File: src/rtl/cuenta_regresiva.sv
// BCD countdown timer (m:ss.dc): loads a preset, decrements one centesima per prescaled tick
// and pulses fin on the edge the count reaches 0:00.00.
module cuenta_regresiva #(
  parameter int unsigned TICK_DIV = 1
) (
  input  logic       clk,
  input  logic       rst,
  input  logic       load,
  input  logic       stay,
  input  logic [3:0] preset_unidadesMinuto,
  input  logic [2:0] preset_decenasSegundo,
  input  logic [3:0] preset_unidadesSegundo,
  input  logic [3:0] preset_decimas,
  input  logic [3:0] preset_centesimas,
  output logic [3:0] unidadesMinuto,
  output logic [2:0] decenasSegundo,
  output logic [3:0] unidadesSegundo,
  output logic [3:0] decimas,
  output logic [3:0] centesimas,
  output logic       running,
  output logic       fin
);

  localparam int unsigned PW = $clog2(TICK_DIV) + 1;
  localparam logic [PW-1:0] PresLast = PW'(TICK_DIV - 1);

  typedef enum logic [1:0] {StIdle, StRun, StPause, StDone} state_e;

  state_e        state_q, state_d;
  logic [3:0]    um_q, um_d;
  logic [2:0]    ds_q, ds_d;
  logic [3:0]    us_q, us_d;
  logic [3:0]    de_q, de_d;
  logic [3:0]    ce_q, ce_d;
  logic [PW-1:0] presc_q, presc_d;
  logic          fin_q, fin_d;
  logic          running_q, running_d;

  logic       cnt_zero;
  logic       b_ce, b_de, b_us, b_ds;
  logic [3:0] um_dec, us_dec, de_dec, ce_dec;
  logic [2:0] ds_dec;
  logic       dec_zero;

  // Borrow chain: a digit borrows only when every digit below it is zero.
  always_comb begin
    cnt_zero = (um_q == 4'd0) && (ds_q == 3'd0) && (us_q == 4'd0) && (de_q == 4'd0)
               && (ce_q == 4'd0);
    b_ce   = (ce_q == 4'd0);
    b_de   = b_ce && (de_q == 4'd0);
    b_us   = b_de && (us_q == 4'd0);
    b_ds   = b_us && (ds_q == 3'd0);
    ce_dec = b_ce ? 4'd9 : ce_q - 4'd1;
    de_dec = b_ce ? (b_de ? 4'd9 : de_q - 4'd1) : de_q;
    us_dec = b_de ? (b_us ? 4'd9 : us_q - 4'd1) : us_q;
    ds_dec = b_us ? (b_ds ? 3'd5 : ds_q - 3'd1) : ds_q;
    um_dec = b_ds ? um_q - 4'd1 : um_q;
    dec_zero = (um_dec == 4'd0) && (ds_dec == 3'd0) && (us_dec == 4'd0) && (de_dec == 4'd0)
               && (ce_dec == 4'd0);
  end

  always_ff @(posedge clk) begin
    if (rst) begin
      state_q   <= StIdle;
      um_q      <= '0;
      ds_q      <= '0;
      us_q      <= '0;
      de_q      <= '0;
      ce_q      <= '0;
      presc_q   <= '0;
      fin_q     <= 1'b0;
      running_q <= 1'b0;
    end else begin
      state_q   <= state_d;
      um_q      <= um_d;
      ds_q      <= ds_d;
      us_q      <= us_d;
      de_q      <= de_d;
      ce_q      <= ce_d;
      presc_q   <= presc_d;
      fin_q     <= fin_d;
      running_q <= running_d;
    end
  end

  always_comb begin
    state_d = state_q;
    um_d    = um_q;
    ds_d    = ds_q;
    us_d    = us_q;
    de_d    = de_q;
    ce_d    = ce_q;
    presc_d = presc_q;
    fin_d   = 1'b0;
    if (load) begin
      um_d    = (preset_unidadesMinuto > 4'd9) ? 4'd9 : preset_unidadesMinuto;
      ds_d    = (preset_decenasSegundo > 3'd5) ? 3'd5 : preset_decenasSegundo;
      us_d    = (preset_unidadesSegundo > 4'd9) ? 4'd9 : preset_unidadesSegundo;
      de_d    = (preset_decimas > 4'd9) ? 4'd9 : preset_decimas;
      ce_d    = (preset_centesimas > 4'd9) ? 4'd9 : preset_centesimas;
      presc_d = '0;
      state_d = StIdle;
    end else begin
      unique case (state_q)
        StIdle: begin
          if (stay && !cnt_zero) state_d = StRun;
        end
        StRun: begin
          if (!stay) begin
            state_d = StPause;
          end else if (presc_q == PresLast) begin
            presc_d = '0;
            um_d    = um_dec;
            ds_d    = ds_dec;
            us_d    = us_dec;
            de_d    = de_dec;
            ce_d    = ce_dec;
            if (dec_zero) begin
              state_d = StDone;
              fin_d   = 1'b1;
            end
          end else begin
            presc_d = presc_q + PW'(1);
          end
        end
        StPause: begin
          // Prescaler is left as-is so the interrupted tick resumes.
          if (stay) state_d = StRun;
        end
        StDone: begin
          state_d = StDone;
        end
        default: state_d = StIdle;
      endcase
    end
    running_d = (state_d == StRun);
  end

  always_comb begin
    unidadesMinuto  = um_q;
    decenasSegundo  = ds_q;
    unidadesSegundo = us_q;
    decimas         = de_q;
    centesimas      = ce_q;
    running         = running_q;
    fin             = fin_q;
  end

endmodule
File: config.mk
export PLATFORM = sky130hd
export DESIGN_NAME = cuenta_regresiva
export DESIGN_NICKNAME = d
export VERILOG_FILES = /design/src/rtl/cuenta_regresiva.sv
export SDC_FILE = /design/constraint.sdc
export NUM_CORES = 1
export LEC_CHECK = 0
export ABC_AREA = 1
export CAP_MARGIN = 40
export CORE_MARGIN = 4
export CORE_UTILIZATION = 47
export CTS_BUF_LIST = sky130_fd_sc_hd__clkbuf_8
export DETAILED_ROUTE_END_ITERATION = 8
export PLACE_DENSITY_LB_ADDON = 0.3
export REMOVE_ABC_BUFFERS = 1
export SLEW_MARGIN = 20
export SYNTH_ARGS = -nofsm -noshare
export SYNTH_HDL_FRONTEND = slang
export SYNTH_SLANG_ARGS = --single-unit
File: constraint.sdc
create_clock -name clk -period 3.6 [get_ports clk]
set_input_delay 0.72 -clock clk [delete_from_list [all_inputs] [get_ports clk]]
set_output_delay 0.72 -clock clk [all_outputs]
set_load 0.005 [all_outputs]
==> results.txt <==
----------------------------------------------------
[Run status]
  Outcome ... finished clean

[STA]
  Max_slew headroom ... between 60% and 70%
  Final Critical Period ... 2269 ps
  Final period util ... around 63%
  Final slew viol count ... 0
  Setup skew after layout ... 3.284 ps
  Finish-stage setup viols ... 0
  Max Clk Rate ... around 440 MHz
  Number of endpoints with negative hold slack in the final report ... 0
  Unrepaired setup endpoints after global routing ... false
  Tightest Pin Transition ... between 500 and 600 ps
  Setup total negative slack ... 0 ps

[GRT]
  Antenna violations before repair ... 0
  Global router's overall resource usage ... 21.31%
  Vias in the first global route ... 1,721
  Overflow left after global routing ... 0
  Pin count of the biggest net entering global routing ... 17
  Wire length of the first global-routing pass ... 7555 um

[Worst setup path]
  Worst setup path class ... input port to flip-flop
  Number of cells on the worst reg-to-reg path ... 12
  Cell with the biggest individual delay on the critical path ... sky130_fd_sc_hd__clkdlybuf4s50_1
  Required @ worst endpoint ... ~3800 ps
  R2R Path Start ... unidadesSegundo[0]
  Endpoint of the lowest-slack register-to-register path ... running
  Cell family contributing the most delay on the critical path ... buffers and inverters
  Startpoint class of the critical path ... input port
  Data arrival at the endpoint of the critical path ... approximately 2400 ps
  Register-to-register setup slack ... roughly 1700 ps
  Worst-path fanout max ... 15
  Critical path buffer and inverter count ... 3
  Critical Path Max Stage Delay ... slightly below 700 ps
  Sequence of cells on the critical path ... clkdlybuf4s50_1 > buf_4 > inv_1 > nand3_1 > a221oi_1
  Capturing element type of the critical path ... flip-flop

[Placed design]
  Placed wire-length estimate ... 3430 um
  Buffers on Ports ... 43
  Routability cong. ... 0.8517

[Layout]
  Share of layout cells above drive strength 1 ... ~8.6%
  Area overhead of the layout relative to synthesis ... 30.68%
  Total Nets Final ... between 300 and 400
  Count of antenna diodes in the layout ... 0
  Utilization of the core after routing ... approximately two thirds

[Synth]
  Number of enable-type register cells in the synthesized netlist ... 0
  Largest area contributor in the synthesized netlist ... sky130_fd_sc_hd__dfxtp_1
  Dominant cells by area after synthesis ... sky130_fd_sc_hd__dfxtp_1 27%, sky130_fd_sc_hd__nand2_1 14%, sky130_fd_sc_hd__inv_1 7.3%, sky130_fd_sc_hd__nor2_1 6.0%, sky130_fd_sc_hd__nand3_1 5.0%
  Cell with the most instances after synthesis ... sky130_fd_sc_hd__nand2_1
  Most instantiated cells after synthesis ... 65 x sky130_fd_sc_hd__nand2_1, 33 x sky130_fd_sc_hd__inv_1, 27 x sky130_fd_sc_hd__nor2_1
  Proportion of netlist area held by the largest area contributor ... between 20% and 30%
  Synthesized instance count ... 260
  Main flop type after synthesis ... sky130_fd_sc_hd__dfxtp_1
  Count of synthesis-stage warnings from yosys ... 0
  Proportion of synthesized flip-flops having asynchronous set or reset ... 0%
  Average cell area after synthesis ... 6.525 um2
  Proportion of synthesized chip area in sequential cells ... a little over a quarter
  Netlist area before placement ... 1697 um2
  Number of distinct library cell variants in the gate-level netlist after synthesis ... 36
  Yosys reg bits ... 23

[Min path]
  Startpoint of the worst hold path ... unidadesMinuto[3]
  Hold Crit Class ... flip-flop to flip-flop
  Cell depth of the worst hold path ... 2
  Endpoint of the worst hold-timing path ... unidadesMinuto[3]

[Floorplanning]
  # rows ... 21
  Die extent in x ... just under 70 um
  Initial core utilization ... approximately half
  Die Ht ... roughly 68 um
  Area enclosed by the die boundary ... 4635 um2
  Placeable core region ... approximately 3400 um2
  Number of ports placed on the die boundary ... between 40 and 50

[Clocking]
  Number of instances resized during post-cts repair ... 0
  Number of clock sinks ... 23
  Setup repair bufs after CTS ... 0
  Clock Tree Root ... sky130_fd_sc_hd__clkbuf_8
  Clock transition at the registers of the reported paths ... approximately 90 ps
  Maximum number of buffers from clock root to sink ... 2
  Clock tree from TritonCTS ... built
  CTS H-tree depth ... 1
  Number of hold buffers added after CTS ... 0
  Number of clock buffers inserted by TritonCTS ... 3
  Clock insertion delay at the later pin of the skew report ... around 270 ps

[Power and ir drop]
  Ratio of total power to cell area ... about 330 nW/um2
  Leak Pwr ... 0.9588 nW
  Worst vdd rail ir drop ... 0.0002586 V

[Drt]
  Detailed-router iteration count before antenna repair ... 6
  Initial detailed-routing violation count ... around 180
  Count of antenna-violating nets left after detailed routing ... 0
  Via Count ... between 1,500 and 2,000
  WL per Instance ... 12.83 um
  Post-detailed-route DRC marker count ... 0
  Final WL ... roughly 4500 um
  Via-per-instance ratio ... between 5 and 6

[Run]
  Number of maximum-capacitance constraint violations ... 0

----------------------------------------------------
cell families after synthesis:
group	Yosys count	synth area share, %
flops	23	27.14
fa+ha+maj	6	4.425
compound gates	53	19.25
xor+xnor	5	3.024
simple gates	131	36.43
buf+inv	42	9.735
per-stage QoR:
stage	setup WS [ps]	total power, W	instances	cell area, um2	hold WS, ps
5_1_grt	1207	0.0007789	348	2217	571.2
3_3_place_gp	1123	0.0005641	344	2171	500.3
3_5_place_dp	1085	0.0005675	344	2171	508.8
2_1_floorplan	1725	0.0004643	253	1668	484.6
4_1_cts	1379	0.0007341	348	2217	520.8
6_report	1331	0.0007326	348	2217	523.7
cell type report:
| type | count | area, um2 |
|---|---|---|
| Clock buffer | 3 | 41.29 |
| Timing Repair Buffer | 45 | 445.4 |
| Inverter | 35 | 136.4 |
| Multi-Input combinational cell | 195 | 1071 |
| Clock inverter | 1 | 5.005 |
| Sequential cell | 23 | 460.4 |
| Tap cell | 46 | 57.56 |
| Fill cell | 330 | 1199 |
flip-flops by register name, indices dropped and copies added, names as in the netlist:
signal and count:
centesimas 4, decenasSegundo 3, decimas 4, fin 1, running 1, state_q 2, unidadesMinuto 4, unidadesSegundo 4
cells in the final DEF, fill, tap and decap left out, drive strengths merged:
cell type      count
inv               34
nor3               4
o21ai             16
a221oi             3
o32ai              1
ha                 6
nand2             68
xor2               5
a21oi             14
o311ai             1
or2                1
o211ai             4
buf                2
clkdlybuf4s50     43
clkbuf             3
o21a               1
nor2              36
nand4              3
clkinv             2
a221o              1
a31oi             11
o221ai             1
dfxtp             23
nand3             19
how the worst max path moves through the flow:
stage                        end  start  slack, ps  cells after the start
4_1_cts        unidadesMinuto[0]   load       1380                      7
6_report       unidadesMinuto[1]   load       1330                      5
5_1_grt        unidadesMinuto[0]   load       1210                      7
3_5_place_dp   unidadesMinuto[0]   load       1090                      7
2_1_floorplan  unidadesMinuto[0]   stay       1720                      7
3_3_place_gp   decenasSegundo[1]   load       1120                      6
routing by layer:
metal / vias to the layer above / global-route usage [%] / part of all wire, %
met2: 87 / 34.78 / 46
met3: 10 / 4.433 / 7.2
li1: 945 / - / -
met1: 783 / 28.07 / 46
met5: - / 0 / 0
met4: 0 / 6.452 / 1.3
power by group:
part | switching (W) | internal (W)
clock network | 0.0000918 | 0.0000776
logic | 0.000154 | 0.000119
registers | 0.0000188 | 0.000271
total | 0.000265 | 0.000468
worst min-delay path, cell delays in order (launching register included):
cell and delay (ps):
sky130_fd_sc_hd__dfxtp_1 330, sky130_fd_sc_hd__nand2_1 60, sky130_fd_sc_hd__a31oi_1 80
Power figures use the tool's default switching activity.
